`config.mk`:
```
export PLATFORM = sky130hd
export DESIGN_NAME = seg_disp_arbiter
export DESIGN_NICKNAME = d
export VERILOG_FILES = /design/src/rtl/seg_disp_arbiter.sv
export SDC_FILE = /design/constraint.sdc
export NUM_CORES = 1
export LEC_CHECK = 0
export BUFFER_PORTS_ARGS = -buffer_cell sky130_fd_sc_hd__buf_2
export CAP_MARGIN = 25
export CORE_MARGIN = 10
export CORE_UTILIZATION = 30
export DETAILED_ROUTE_END_ITERATION = 6
export PLACE_DENSITY = 0.59
export SLEW_MARGIN = 5
export SYNTH_ARGS = -nofsm -noshare
export SYNTH_HDL_FRONTEND = slang
export SYNTH_SLANG_ARGS = --single-unit
```
`constraint.sdc`:
```
create_clock -name clk -period 5.7 [get_ports clk]
set_input_delay 0.285 -clock clk [delete_from_list [all_inputs] [get_ports clk]]
set_output_delay 0.285 -clock clk [all_outputs]
set_load 0.02 [all_outputs]
```
`src/rtl/seg_disp_arbiter.sv`:
```
// rtl/seg_disp_arbiter.sv - fixed-priority owner arbitration and 8-slot scan of one shared 7-segment display
module seg_disp_arbiter #(
  parameter int SCAN_DIV   = 1,
  parameter int HOLD       = 1000,
  parameter int BLINK_HALF = 500
) (
  input  logic        clk,
  input  logic        rst,
  input  logic [2:0]  req,
  input  logic [23:0] digits0,
  input  logic [23:0] digits1,
  input  logic [23:0] digits2,
  input  logic [2:0]  blink,
  output logic [2:0]  grant,
  output logic [7:0]  seg_com,
  output logic [7:0]  seg_data
);

  typedef enum logic {IDLE, OWN} state_t;

  state_t      state, state_nxt;
  logic [31:0] div, hold, bcnt;
  logic [2:0]  slot, grant_nxt, top_req;
  logic        bph, tick, frame_end;
  logic [23:0] own_digits;
  logic [3:0]  nib;
  logic [7:0]  seg_dec, com_nxt, data_nxt;

  assign tick      = (div == 32'(SCAN_DIV - 1));
  assign frame_end = tick && (slot == 3'd7);
  assign top_req   = req[2] ? 3'b100 : req[1] ? 3'b010 : req[0] ? 3'b001 : 3'b000;

  always_ff @(posedge clk) begin
    if (rst) begin
      div  <= '0;
      slot <= '0;
      bcnt <= '0;
      bph  <= 1'b1;
    end else begin
      div <= tick ? '0 : div + 32'd1;
      if (tick) slot <= slot + 3'd1;
      if (bcnt == 32'(BLINK_HALF - 1)) begin
        bcnt <= '0;
        bph  <= ~bph;
      end else begin
        bcnt <= bcnt + 32'd1;
      end
    end
  end

  // Owner changes only at frame boundaries so a frame never mixes two sources.
  always_ff @(posedge clk) begin
    if (rst) begin
      state <= IDLE;
      grant <= '0;
      hold  <= '0;
    end else begin
      if (frame_end) begin
        state <= state_nxt;
        grant <= grant_nxt;
      end
      if (frame_end && grant_nxt != grant && grant_nxt != 3'b000)
        hold <= 32'(HOLD - 1);
      else if (frame_end && state_nxt == IDLE)
        hold <= '0;
      else if (hold != 32'd0)
        hold <= hold - 32'd1;
    end
  end

  always_comb begin
    grant_nxt = grant;
    case (state)
      IDLE: grant_nxt = top_req;
      OWN: begin
        if ((req & grant) == 3'b000)
          grant_nxt = top_req;
        else if (top_req != grant && hold == 32'd0)
          grant_nxt = top_req;
      end
    endcase
    state_nxt = (grant_nxt == 3'b000) ? IDLE : OWN;
  end

  always_comb begin
    own_digits = 24'h0;
    if (grant[2])      own_digits = digits2;
    else if (grant[1]) own_digits = digits1;
    else if (grant[0]) own_digits = digits0;

    com_nxt = 8'hFF;
    nib     = 4'hF;
    case (slot)
      3'd0: begin com_nxt = 8'h7F; nib = own_digits[23:20]; end
      3'd1: begin com_nxt = 8'hBF; nib = own_digits[19:16]; end
      3'd2: begin com_nxt = 8'hDF; nib = own_digits[15:12]; end
      3'd3: begin com_nxt = 8'hEF; nib = own_digits[11:8];  end
      3'd4: begin com_nxt = 8'hF7; nib = own_digits[7:4];   end
      3'd5: begin com_nxt = 8'hFB; nib = own_digits[3:0];   end
      default: ;
    endcase

    case (nib)
      4'd0: seg_dec = 8'hFC;
      4'd1: seg_dec = 8'h60;
      4'd2: seg_dec = 8'hDA;
      4'd3: seg_dec = 8'hF2;
      4'd4: seg_dec = 8'h66;
      4'd5: seg_dec = 8'hB6;
      4'd6: seg_dec = 8'hBE;
      4'd7: seg_dec = 8'hE0;
      4'd8: seg_dec = 8'hFE;
      4'd9: seg_dec = 8'hF6;
      default: seg_dec = 8'h00;
    endcase

    data_nxt = seg_dec;
    // Separator dots after hours and minutes, only on a real digit.
    if ((slot == 3'd1 || slot == 3'd3) && nib <= 4'd9) data_nxt[0] = 1'b1;
    if (state == IDLE || ((blink & grant) != 3'b000 && !bph)) data_nxt = 8'h00;
  end

  always_ff @(posedge clk) begin
    if (rst) begin
      seg_com  <= 8'hFF;
      seg_data <= 8'h00;
    end else begin
      seg_com  <= com_nxt;
      seg_data <= data_nxt;
    end
  end

endmodule

```
==> reports/summary.txt, run 1 <==
LAYOUT
----------------------------------------------------------------------------------------
Final standard cell utilization of the core                                        37.1%
Final nets                                                                           905
Non-Filler Cell Area, Final                                                     7500 um2
Area added between synthesis and finish                                            21.7%
Commonest non-fill, non-tap cells in the layout                             124 x sky130_fd_sc_hd__nor2_1, 118 x sky130_fd_sc_hd__dfxtp_1, 96 x sky130_fd_sc_hd__buf_2
Number of inserted diodes                                                              0
Most common cell after layout, fill and taps aside                          sky130_fd_sc_hd__nor2_1
Layout fillers                                                                      2037
Share of post-route cells with drive strength above 1                              17.9%

SETUP PATH
----------------------------------------------------------------------------------------
CP Capture Type                                                                 register
Cell with the largest stage delay on the worst path                         sky130_fd_sc_hd__o31ai_1
Max Fanout on Critical Path                                                           19
CP startpoint kind                                                              register
Category of cells accounting for the largest share of critical-path delay   compound AO/OA/AOI/OAI gates
Biggest cell delay along the critical path                                       0.64 ns
Crit path arrival time                                                           4.15 ns
Critical path, cell by cell                                                 buf_8 > inv_1 > ha_1 > a32o_1 > o21a_1 > o31ai_1 > and2_1 > inv_1 > ha_1 > or4_1 > o21ai_0
WP data required                                                                 6.04 ns
Number of buffer and inverter stages on the critical path                              3
Crit Path Category                                                            reg -> reg

LOGIC SYNTHESIS
----------------------------------------------------------------------------------------
#FFs+latches synth                                                                   118
Top area cells in the synthesized netlist                                   sky130_fd_sc_hd__dfxtp_1 38%, sky130_fd_sc_hd__nor2_1 7.6%, sky130_fd_sc_hd__xnor2_1 6.7%
Synth cell types                                                                      66
Gate count of the mapped netlist                                                     721
Share of the synthesized area in the top cell type                                 38.3%
Cell taking the most area after synthesis                                   sky130_fd_sc_hd__dfxtp_1
Synthesis warning total                                                                0
Primary FF master, synth                                                    sky130_fd_sc_hd__dfxtp_1
Seq/Total Area, Yosys                                                              38.3%
Mean instance size in the synthesized netlist                                   8.55 um2
Asr flop ratio synth                                                                  0%
Netlist area before placement                                                   6160 um2
Number of synthesized flops with an enable pin                                         0

TIMING
----------------------------------------------------------------------------------------
Post-layout min period                                                           3.80 ns
Post-Route Skew                                                                0.0112 ns
Endpoints failing hold                                                                 0
Setup total negative slack                                                          0 ns
Worst Slack Setup Final                                                          1.90 ns
Unrepaired setup endpoints after global routing                                       no
Slew at the pin closest to its max-slew limit                                   0.928 ns
Tcrit/Tclk final                                                                   66.7%
Fmax achieved                                                                    263 MHz
Number of max-slew violations in the final report                                      0
Setup-violating endpoint count in the final report                                     0
Worst-case headroom to the max-slew limit                                          38.2%

PWR
----------------------------------------------------------------------------------------
Peak ir drop on the vdd network                                                   172 uV
Proportion of total power due to net switching                                     33.0%
Design internal power                                                            2.01 mW
Relative contribution of the clock network to total power                          36.6%
Cell Pwr Density                                                              401 nW/um2
Static leakage power                                                             2.88 nW
Net switching power                                                             0.994 mW
Fraction of power consumed by sequential logic                                     33.8%
Combinational power share                                                          29.6%

PLACE
----------------------------------------------------------------------------------------
Number of I/O port buffers                                                            96
DP Area                                                                         6850 um2
RePlAce Congestion                                                                 0.833
Post-Place Worst Slack                                                           1.47 ns
Total half-perimeter wirelength after legalization and detailed placement       11100 um

CLOCKING
----------------------------------------------------------------------------------------
Clock root cell                                                             sky130_fd_sc_hd__clkbuf_16
Hold-fix buffers, CTS                                                                  0
Clock tree from TritonCTS                                                            yes
Maximum clock insertion buffer count                                                   2
Clock-pin transition on the worst setup and hold timing paths                    0.06 ns
Clock buffers created by TritonCTS                                                    17
Number of H-tree levels                                                                4
CTS sink cnt                                                                         118
Clock insertion delay at the later pin of the skew report                        0.42 ns
Post-CTS Setup Inserts                                                                 0
Number of resized instances in the post-cts repair step                                0

GLOBAL ROUTE
----------------------------------------------------------------------------------------
Antenna violations before repair                                                       0
First-pass GRT wire length                                                      26000 um
Pin count of the biggest net entering global routing                                  33
Number of global-route vias before repair                                           5390
Gr usage total                                                                     11.6%
Final global-route overflow total                                                      0

ROUTING
----------------------------------------------------------------------------------------
Remaining routing DRC violations                                                       0
Detail-routed net length per standard cell                                       14.2 um
Vias                                                                                5418
Antenna violation net count after detailed routing                                     0
Starting DRT DRC Count                                                               337
Via density per instance                                                            4.97
Routed Wire Length                                                              15500 um
First-pass detailed-route iteration total                                              5

MIN PATH
----------------------------------------------------------------------------------------
Type of the tightest min-delay check                                           in -> reg

JOB
----------------------------------------------------------------------------------------
Max Cap Viol                                                                           0

FLOORPLAN
----------------------------------------------------------------------------------------
Effective utilization at floorplan                                                 30.5%
Number of standard-cell rows in the floorplan                                         52
Die outline area                                                               26700 um2
IO Count                                                                              99
Placeable core region                                                          20200 um2
Floorplan die width                                                               163 um
Floorplan die height                                                              163 um

RUN STATUS
----------------------------------------------------------------------------------------
Run status                                                                  finished, final reports clean

[worst register-to-register path: stages, from the launching register on]
cell and delay, ns:
sky130_fd_sc_hd__dfxtp_1 0.59, sky130_fd_sc_hd__buf_8 0.23, sky130_fd_sc_hd__inv_1 0.16, sky130_fd_sc_hd__ha_1 0.42
sky130_fd_sc_hd__a32o_1 0.30, sky130_fd_sc_hd__o21a_1 0.19, sky130_fd_sc_hd__o31ai_1 0.64, sky130_fd_sc_hd__and2_1 0.30
sky130_fd_sc_hd__inv_1 0.11, sky130_fd_sc_hd__ha_1 0.19, sky130_fd_sc_hd__or4_1 0.52, sky130_fd_sc_hd__o21ai_0 0.09
[cell type report]
class	instances	area, um2	share of cell area, %
Inverter	17	63.8	0.851
Multi-Input combinational cell	552	3590	47.9
Tap cell	270	338	4.50
Timing Repair Buffer	101	533	7.10
Clock buffer	18	439	5.85
Clock inverter	14	174	2.32
Sequential cell	118	2360	31.5
[power by group through the flow]
stage,combinational [mW],clock [mW],sequential (mW)
after floorplan,0.730,0,1.01
after global placement,0.870,0,1.03
after detailed placement,0.883,0,1.04
after CTS,0.888,1.13,1.02
after global routing,1.00,1.16,1.03
final,0.892,1.10,1.02
[synthesized netlist by cell type (9+ instances only)]
library cell and instances:
sky130_fd_sc_hd__xor2_1 44, sky130_fd_sc_hd__nor3_1 26, sky130_fd_sc_hd__a21oi_1 16, sky130_fd_sc_hd__clkbuf_1 28
sky130_fd_sc_hd__inv_1 17, sky130_fd_sc_hd__mux2i_1 11, sky130_fd_sc_hd__nand4_1 13, sky130_fd_sc_hd__xnor2_1 47
sky130_fd_sc_hd__o21ai_0 9, sky130_fd_sc_hd__dfxtp_1 118, sky130_fd_sc_hd__and3_1 11, sky130_fd_sc_hd__ha_1 18
sky130_fd_sc_hd__nor2_1 124, sky130_fd_sc_hd__nor4_1 25, sky130_fd_sc_hd__nand3_1 45, sky130_fd_sc_hd__nand2_1 37
[through the flow]
stage	instances	hold WS (ns)	power (mW)
6_report	1090	0.246	3.01
4_1_cts	1087	0.230	3.03
3_5_place_dp	1055	0.447	1.92
3_3_place_gp	1055	0.441	1.90
5_1_grt	1090	0.289	3.20
2_1_floorplan	722	0.426	1.74
[registers in the layout (all words and copies together), names as in the netlist]
signal	flops
div	32
seg_data	8
bcnt	32
seg_com	6
hold	32
bph	1
state	1
grant	3
slot	3
[routing by layer]
layer	vias to the layer above	GRT usage (%)	routed length, um
li1	2747	-	-
met1	2502	14.5	7220
met2	144	18.7	7000
met3	25	2.57	924
met4	0	5.45	320
met5	-	0	0
[worst paths after layout]
path,to,startpoint,slack (ns),depth (start not counted)
max,seg_data[1],slot[2],1.90,11
min,grant[2],req[2],0.25,3
max reg2reg,seg_data[1],slot[2],1.90,11
min reg2reg,bcnt[0],bcnt[0],0.46,1
[logic make-up after synthesis]
family | share of synthesized area [%]
AOI/OAI and AO/OA | 11.8
xor gates and xnor gates | 12.9
adders and majority gates | 3.65
buffers and inverters | 3.45
DFF | 38.3
muxes | 2.70
other | 0.0608
and+or+nand+nor | 27.1
No activity file was read; power rests on OpenSTA's default activity.
==> run 2, diff against run 1 <==
==> constraint.sdc (replaced) <==
create_clock -name clk -period 3.55 [get_ports clk]
set_input_delay 0.1775 -clock clk [delete_from_list [all_inputs] [get_ports clk]]
set_output_delay 0.1775 -clock clk [all_outputs]
set_load 0.02 [all_outputs]
==> reports/summary.txt, run 2 (same netlist as run 1, synthesis figures left out) <==
LAYOUT
----------------------------------------------------------------------------------------
Final nets                                                                           915
Share of post-route cells with drive strength above 1                              18.9%
Most common cell after layout, fill and taps aside                          sky130_fd_sc_hd__nor2_1
Largest registers                                                           bcnt x32, div x32, hold x32
Commonest non-fill, non-tap cells in the layout                             124 x sky130_fd_sc_hd__nor2_1, 118 x sky130_fd_sc_hd__dfxtp_1, 96 x sky130_fd_sc_hd__buf_2
Layout fillers                                                                      2051
Number of inserted diodes                                                              0
Final standard cell count with taps included and fillers excluded                   1100
Area added between synthesis and finish                                            22.3%

JOB
----------------------------------------------------------------------------------------
Max Cap Viol                                                                           0

CLOCKING
----------------------------------------------------------------------------------------
Number of H-tree levels                                                                4
Clock-pin transition on the worst setup and hold timing paths                    0.06 ns
CTS sink cnt                                                                         118
Clock buffers created by TritonCTS                                                    17
Clock tree from TritonCTS                                                            yes
Maximum clock insertion buffer count                                                   2
Post-CTS Setup Inserts                                                                 0
Number of resized instances in the post-cts repair step                                0
Clock insertion delay at the later pin of the skew report                        0.42 ns
Clock root cell                                                             sky130_fd_sc_hd__clkbuf_16
Hold-fix buffers, CTS                                                                  0

PWR
----------------------------------------------------------------------------------------
Fraction of power consumed by sequential logic                                     34.1%
Peak ir drop on the vdd network                                                   247 uV
Static leakage power                                                             2.90 nW
Combinational power share                                                          30.3%
Cell Pwr Density                                                              631 nW/um2
Proportion of total power due to net switching                                     33.2%
Net switching power                                                              1.58 mW
Relative contribution of the clock network to total power                          35.5%
Design internal power                                                            3.18 mW

TIMING
----------------------------------------------------------------------------------------
Unrepaired setup endpoints after global routing                                       no
Endpoints failing hold                                                                 0
Tcrit/Tclk final                                                                   82.8%
Worst-case headroom to the max-slew limit                                          52.6%
Fmax achieved                                                                    340 MHz
Setup total negative slack                                                          0 ns
Setup-violating endpoint count in the final report                                     0
Post-layout min period                                                           2.94 ns
Post-Route Skew                                                               0.00808 ns
Number of max-slew violations in the final report                                      0
Slew at the pin closest to its max-slew limit                                   0.706 ns

ROUTING
----------------------------------------------------------------------------------------
Vias                                                                                5429
Via density per instance                                                            4.94
Remaining routing DRC violations                                                       0
Starting DRT DRC Count                                                               412
Antenna violation net count after detailed routing                                     0
Detail-routed net length per standard cell                                       13.8 um
Routed Wire Length                                                              15200 um
First-pass detailed-route iteration total                                              5

GLOBAL ROUTE
----------------------------------------------------------------------------------------
Gr usage total                                                                     11.4%
Final global-route overflow total                                                      0
Number of global-route vias before repair                                           5161
Antenna violations before repair                                                       0
First-pass GRT wire length                                                      25300 um
Pin count of the biggest net entering global routing                                  33

SETUP PATH
----------------------------------------------------------------------------------------
Biggest cell delay along the critical path                                       0.52 ns
CP startpoint kind                                                              register
Category of cells accounting for the largest share of critical-path delay   compound AO/OA/AOI/OAI gates
Cell with the largest stage delay on the worst path                         sky130_fd_sc_hd__or4_1
WP data required                                                                 3.90 ns
Critical path, cell by cell                                                 inv_1 > ha_1 > a222oi_1 > o21ai_0 > o21a_1 > o31ai_1 > buf_4 > and2_1 > inv_1 > ha_1 > or4_1 > o21ai_0
Worst setup slack for register-to-register paths                                 0.61 ns
Crit Path Category                                                            reg -> reg
Crit path arrival time                                                           3.29 ns
Number of buffer and inverter stages on the critical path                              3
CP Capture Type                                                                 register
Max Fanout on Critical Path                                                            6

FLOORPLAN
----------------------------------------------------------------------------------------
Floorplan die width                                                               163 um
Effective utilization at floorplan                                                 30.5%
IO Count                                                                              99
Die outline area                                                               26700 um2
Floorplan die height                                                              163 um
Placeable core region                                                          20200 um2
Number of standard-cell rows in the floorplan                                         52

MIN PATH
----------------------------------------------------------------------------------------
Type of the tightest min-delay check                                           in -> reg

PLACE
----------------------------------------------------------------------------------------
Number of I/O port buffers                                                            96
RePlAce Congestion                                                                 0.880
Number of placed instances, taps included                                           1068
Total half-perimeter wirelength after legalization and detailed placement       11300 um

RUN STATUS
----------------------------------------------------------------------------------------
Run status                                                                  finished, final reports clean

run 2: metal layers:
metal,routed length [um],GRT usage [%]
met1,7270,14.3
met2,6880,18.0
met3,887,3.32
met4,201,4.80
met5,0,0
run 2: area by class of cell:
class	count	area [um2]	area share (%)
repair buffers	111	593	7.87
clock inverters	14	151	2.01
inverters	17	63.8	0.846
multi-input cells	552	3590	47.6
flip-flops and latches	118	2360	31.3
well taps	270	338	4.48
clock buffers	18	439	5.82
run 2: worst paths after layout:
| kind | endpoint | from | cells past startpoint |
|---|---|---|---|
| max | seg_data[1] | slot[0] | 12 |
| min | grant[2] | req[2] | 3 |
| max reg2reg | seg_data[1] | slot[0] | 12 |
| min reg2reg | bcnt[0] | bcnt[0] | 1 |
run 2: worst reg2reg max path: stages, from the launching register on:
cell	delay [ns]
sky130_fd_sc_hd__dfxtp_1	0.39
sky130_fd_sc_hd__inv_1	0.09
sky130_fd_sc_hd__ha_1	0.28
sky130_fd_sc_hd__a222oi_1	0.33
sky130_fd_sc_hd__o21ai_0	0.12
sky130_fd_sc_hd__o21a_1	0.18
sky130_fd_sc_hd__o31ai_1	0.22
sky130_fd_sc_hd__buf_4	0.18
sky130_fd_sc_hd__and2_1	0.20
sky130_fd_sc_hd__inv_1	0.10
sky130_fd_sc_hd__ha_1	0.18
sky130_fd_sc_hd__or4_1	0.52
sky130_fd_sc_hd__o21ai_0	0.08
run 2: power groups by stage:
stage | clock, mW | sequential [mW] | combinational, mW
global route | 1.80 | 1.65 | 1.64
CTS | 1.74 | 1.63 | 1.45
floorplan | 0 | 1.63 | 1.17
finish | 1.69 | 1.63 | 1.44
detailed placement | 0 | 1.65 | 1.44
global placement | 0 | 1.65 | 1.44
run 2: metrics by stage:
step                utilization, %  power (mW)  setup WS [ns]  instance area (um2)  hold slack (ns)
finish                        37.3        4.76          0.609                 7540            0.152
global route                  37.3        5.09          0.271                 7540            0.161
CTS                           37.3        4.81          0.625                 7540            0.129
detailed placement            34.3        3.09          0.626                 6950            0.449
global placement              34.3        3.09          0.690                 6950            0.440
floorplan                        -        2.80          0.455                 6170            0.321
